### src/rtl/ka131_mul_arbiter.sv
// Round-robin sequencer sharing one combinational 131-bit carry-less multiplier core
// among N_REQ requesters: grant, settle for MUL_WAIT cycles, capture, respond.
module ka131_mul_arbiter #(
    parameter int N_REQ    = 4,
    parameter int W        = 131,
    parameter int MUL_WAIT = 2,
    parameter int IDW      = $clog2(N_REQ)
) (
    input  logic               clk,
    input  logic               rst_n,
    input  logic [N_REQ-1:0]   req_valid,
    output logic [N_REQ-1:0]   req_ready,
    input  logic [N_REQ*W-1:0] req_a,
    input  logic [N_REQ*W-1:0] req_b,
    output logic [W-1:0]       mul_a,
    output logic [W-1:0]       mul_b,
    input  logic [2*W-2:0]     mul_y,
    output logic               rsp_valid,
    input  logic               rsp_ready,
    output logic [IDW-1:0]     rsp_id,
    output logic [2*W-2:0]     rsp_y,
    output logic               busy
);
    localparam int CW = (MUL_WAIT > 1) ? $clog2(MUL_WAIT) : 1;

    typedef enum logic [1:0] {IDLE, WAIT, RESP} state_t;

    state_t         state;
    state_t         state_next;
    logic [IDW-1:0] ptr;
    logic [IDW-1:0] ptr_next;
    logic [IDW-1:0] grant;
    logic           grant_vld;
    logic [CW-1:0]  cnt;

    // First active requester at or after ptr, wrapping modulo N_REQ.
    always_comb begin
        grant     = '0;
        grant_vld = 1'b0;
        for (int i = 0; i < N_REQ; i++) begin
            if (!grant_vld && req_valid[(int'(ptr) + i) % N_REQ]) begin
                grant     = IDW'((int'(ptr) + i) % N_REQ);
                grant_vld = 1'b1;
            end
        end
        ptr_next = (int'(grant) == N_REQ - 1) ? '0 : grant + 1'b1;
    end

    always_comb begin
        req_ready = '0;
        if (rst_n && state == IDLE && grant_vld) begin
            req_ready[grant] = 1'b1;
        end
    end

    always_ff @(posedge clk or negedge rst_n) begin
        if (!rst_n) begin
            state <= IDLE;
        end else begin
            state <= state_next;
        end
    end

    always_comb begin
        state_next = state;
        case (state)
            IDLE: if (grant_vld) state_next = WAIT;
            WAIT: if (cnt == '0) state_next = RESP;
            RESP: if (rsp_ready) state_next = IDLE;
            default: state_next = IDLE;
        endcase
    end

    // Core operands only move on a grant, so mul_y is stable through WAIT and RESP.
    always_ff @(posedge clk or negedge rst_n) begin
        if (!rst_n) begin
            ptr       <= '0;
            cnt       <= '0;
            mul_a     <= '0;
            mul_b     <= '0;
            rsp_y     <= '0;
            rsp_id    <= '0;
            rsp_valid <= 1'b0;
        end else begin
            case (state)
                IDLE: begin
                    if (grant_vld) begin
                        mul_a  <= req_a[int'(grant)*W +: W];
                        mul_b  <= req_b[int'(grant)*W +: W];
                        rsp_id <= grant;
                        ptr    <= ptr_next;
                        cnt    <= CW'(MUL_WAIT - 1);
                    end
                end
                WAIT: begin
                    if (cnt != '0) begin
                        cnt <= cnt - 1'b1;
                    end else begin
                        rsp_y     <= mul_y;
                        rsp_valid <= 1'b1;
                    end
                end
                RESP: begin
                    if (rsp_ready) begin
                        rsp_valid <= 1'b0;
                    end
                end
                default: ;
            endcase
        end
    end

    assign busy = (state != IDLE);

endmodule

### config.mk
export PLATFORM = sky130hd
export DESIGN_NAME = ka131_mul_arbiter
export DESIGN_NICKNAME = d
export VERILOG_FILES = /design/src/rtl/ka131_mul_arbiter.sv
export SDC_FILE = /design/constraint.sdc
export NUM_CORES = 1
export LEC_CHECK = 0
export ABC_CLOCK_PERIOD_IN_PS = 3750
export CAP_MARGIN = 20
export CELL_PAD_IN_SITES_DETAIL_PLACEMENT = 0
export CELL_PAD_IN_SITES_GLOBAL_PLACEMENT = 1
export CORE_AREA = 2 2 720 722
export CTS_CLUSTER_SIZE = 40
export DETAILED_ROUTE_END_ITERATION = 10
export DIE_AREA = 0 0 722 724
export HOLD_SLACK_MARGIN = 0.06
export PLACE_DENSITY = 0.33
export SLEW_MARGIN = 10
export SYNTH_ARGS = -nofsm -noshare
export SYNTH_HDL_FRONTEND = slang
export SYNTH_SLANG_ARGS = --single-unit
### constraint.sdc
create_clock -name clk -period 3.75 [get_ports clk]
set_input_delay 0.9375 -clock clk [delete_from_list [all_inputs] [get_ports clk]]
set_output_delay 0.9375 -clock clk [all_outputs]
set_load 0.01 [all_outputs]
==> impl_results.md <==
- TritonCTS clock tree: done
- Lkg Pwr: 20.8 nW
- Clk root buf: clkbuf_16
- Num CTS Buffers: 95
- Endpoints failing setup: 0
- Number of remaining DRC errors: 0
- Wire length per cell: 31.5 um
- Slowest cell on crit path: clkdlybuf4s50_1
- Gpl congestion: 0.955
- CP bufs+invs: 5
- H-tree Lvls: 3
- Most common cell after layout, fill and taps aside: clkdlybuf4s50_1
- Most frequent cells in the layout: 1839 x clkdlybuf4s50_1, 531 x dfrtp_1, 524 x mux2i_1, 269 x nand2_1, 262 x o221ai_1
- Die area: 523000 um^2
- CP Launch Type: input port
- Design Area, Final: 56800 um^2
- Sequential area share after synthesis: 51.3%
- HPWL Detailed: 301000 um
- Final ANT Viol Nets: 0
- Max IR drop VDD: 0.398 mV
- Max-slew violations: 0
- Final cell count without fillers: 10948
- Crit path max-delay family: buffers and inverters
- Instance count on the critical path: 9
- Pre-CTS WS: -473 ps
- Setup ws final: 130 ps
- Critical Path RT: 2810 ps
- Comb power frac: 55.6%
- Crit path max fanout: 4
- DP Area: 53500 um^2
- RSZ-0062 raised after global routing: false
- Library cells used by synthesis: 28
- Cell Rows: 264
- CTS sink count: 531
- Core box area: 515000 um^2
- # nets final: 5287
- Vias per inst: 2.59
- Pint: 24.9 mW
- Antenna violations before repair: 281
- Warnings, synthesis: 0
- Final count of hold timing violations: 0
- Tmin final: 3620 ps
- WHS Path Cells: 2
- Fillers: 58998
- Pwr Density: 785 nW/um^2
- Setup crit end kind: output port
- Slowest cell delay on critical path: 480 ps
- GR Util All Layers: 12.6%
- End of the critical path: req_ready[2]
- Die Ht: 724 um
- Syn Inst Count: 2062
- CTS Buffer Depth: 4
- Synth Net Count: 3380
- Worst r2r path cells: 10
- Net switching power: 19.6 mW
- Post-Route WL: 344000 um
- Synth Register Bits: 531
- Largest net degree at the start of global routing: 120
- Max-Cap Viols: 0
- Outcome: finished, final reports clean
- Hold crit path type: reg -> reg
- Cell Chain, Critical Path: clkdlybuf4s50_1 -> inv_1 -> a21o_1 -> a211oi_2 -> buf_4 -> inv_2 -> ha_1 -> and3_1 -> dlygate4sd2_1
- Worst setup startpoint: req_valid[3]
- Reg2Reg Launch Point: ptr[0]$_DFFE_PN0P_
- CP arrival: 2680 ps
- Peak Freq: 276 MHz
- Sequential share of power: 24.8%
- Total number of vias: 28346
- Fin crit share: 96.5%
- Cells after DPL: 10652
- First drt pass iteration count: 5
- First-pass GRT wire length: 413000 um
- Slew @ Worst Pin: 1140 ps
- Worst-path clk slew: 50 ps
- Clock power frac: 19.6%
- FF-to-FF End: mul_b[42]$_DFFE_PN0P_
- Syn_area_per_cell: 12.6 um^2
- Number of global-route vias before repair: 29831
- Port Buf Inserts: 1846
- Slew HR: 23.9%
- Die Wd: 722 um
- Syn Std Cell Area: 25900 um^2
- Fraction of layout cells with a size suffix above 1: 13.5%
- Worst skew pair latency: 860 ps
- I/O Pins: 1847
- Number of DRC markers in iteration 0: 1376
- Grt total ovfl: 0
- Crit path kind: in -> out
- Starting density of the core: 5.03%
- R2R setup slack: 660 ps
- Final Skew: 88.8 ps
- Layout area overhead: 119%
- Sw frac: 44.1%
[cells in the mapped netlist (all sizes together)]
cell type,instances,area (um^2)
clkbuf,33,124
buf,140,768
nand2,271,1020
o21ai,1,5.00
o21a,1,7.51
nand2b,4,25.0
or2,2,12.5
nand3,1,5.00
o22ai,1,6.26
nor4,1,6.26
o221ai,262,2290
mux2,261,2940
a21o,1,7.51
o32ai,1,16.3
mux2i,524,5250
a211oi,1,12.5
ha,2,25.0
inv,4,15.0
dfrtp,531,13300
nor2,11,41.3
a21boi,1,7.51
nor2b,1,6.26
and3,2,12.5
a21oi,5,25.0
[per-layer routing]
layer	track usage (%)	up-vias	share of wire [%]
met1	13.1	14263	36
met3	5.80	606	10
met4	4.84	104	4.9
li1	-	11773	-
met5	0	-	0.20
met2	22.1	1600	49
[registers in the layout, indices dropped and copies added, names as in the netlist]
| signal | count |
|---|---|
| mul_b | 131 |
| cnt | 1 |
| mul_a | 131 |
| ptr | 2 |
| rsp_valid | 1 |
| rsp_id | 2 |
| state | 2 |
| rsp_y | 261 |
[worst reg2reg max path, cell delays in order, from the launching register on]
cell and delay (ps):
dfrtp_1 400, nor2b_1 170, buf_4 140, o32ai_2 70, buf_4 170, inv_8 60
buf_4 280, buf_12 360, buf_4 440, mux2i_1 590, o221ai_1 190
[power by group through the flow]
stage / Sequential (mW) / Clock (mW) / Combinational [mW]
after CTS: 11.2 / 9.26 / 25.6
final: 11.1 / 8.73 / 24.8
after global placement: 11.2 / 0 / 25.5
after detailed placement: 11.2 / 0 / 25.5
after global routing: 11.4 / 9.37 / 26.5
after floorplan: 11.5 / 0 / 8.11
[what timing repair did]
action,CTS,global route
endpoints found under the setup margin,3,3
endpoints found under the hold margin,1,0
gates resized for setup,5,4
hold buffers,1,0
buffers inserted,0,2
pin swaps,1,1
[cell families (layout without fill, tap and decap cells)]
kind of cell	count (synthesis)	count (layout)	share of synthesized area, %
compound gates	274	274	9.19
fa+ha+maj	2	2	0.0965
buf+inv	177	2149	3.50
flops	531	531	51.3
mux	785	785	31.6
other cells	0	131	0
simple gates	293	293	4.35
[worst min-delay path by stage]
stage,from,endpoint,slack [ps]
4_1_cts,rst_n,rsp_y[25]$_DFFE_PN0P_,430
5_1_grt,rst_n,rsp_y[25]$_DFFE_PN0P_,440
2_1_floorplan,state[1]$_DFFE_PN0P_,state[0]$_DFFE_PN0P_,490
3_3_place_gp,rsp_id[0]$_DFFE_PN0P_,rsp_id[0]$_DFFE_PN0P_,460
3_5_place_dp,rsp_id[0]$_DFFE_PN0P_,rsp_id[0]$_DFFE_PN0P_,470
6_report,mul_a[2]$_DFFE_PN0P_,mul_a[2]$_DFFE_PN0P_,480
[per-stage QoR]
step	util, %	total power [mW]	hold WS (ps)	TNS [ps]
6_report	11.0	44.6	480	0
5_1_grt	11.0	47.3	438	0
4_1_cts	10.9	46.0	427	0
3_5_place_dp	10.4	36.7	468	-5010
3_3_place_gp	10.4	36.7	463	-10890
2_1_floorplan	-	19.7	488	0
[layout make-up]
cell class	instances	area (um^2)	share of cell area [%]
diodes	131	328	0.578
repair buffers	1983	20000	35.2
well taps	6783	8490	15.0
flip-flops and latches	531	13300	23.4
clock inverters	22	188	0.331
clock buffers	140	2710	4.77
multi-input cells	1354	11800	20.7
inverters	4	22.5	0.0397
Power figures use the tool's default switching activity.
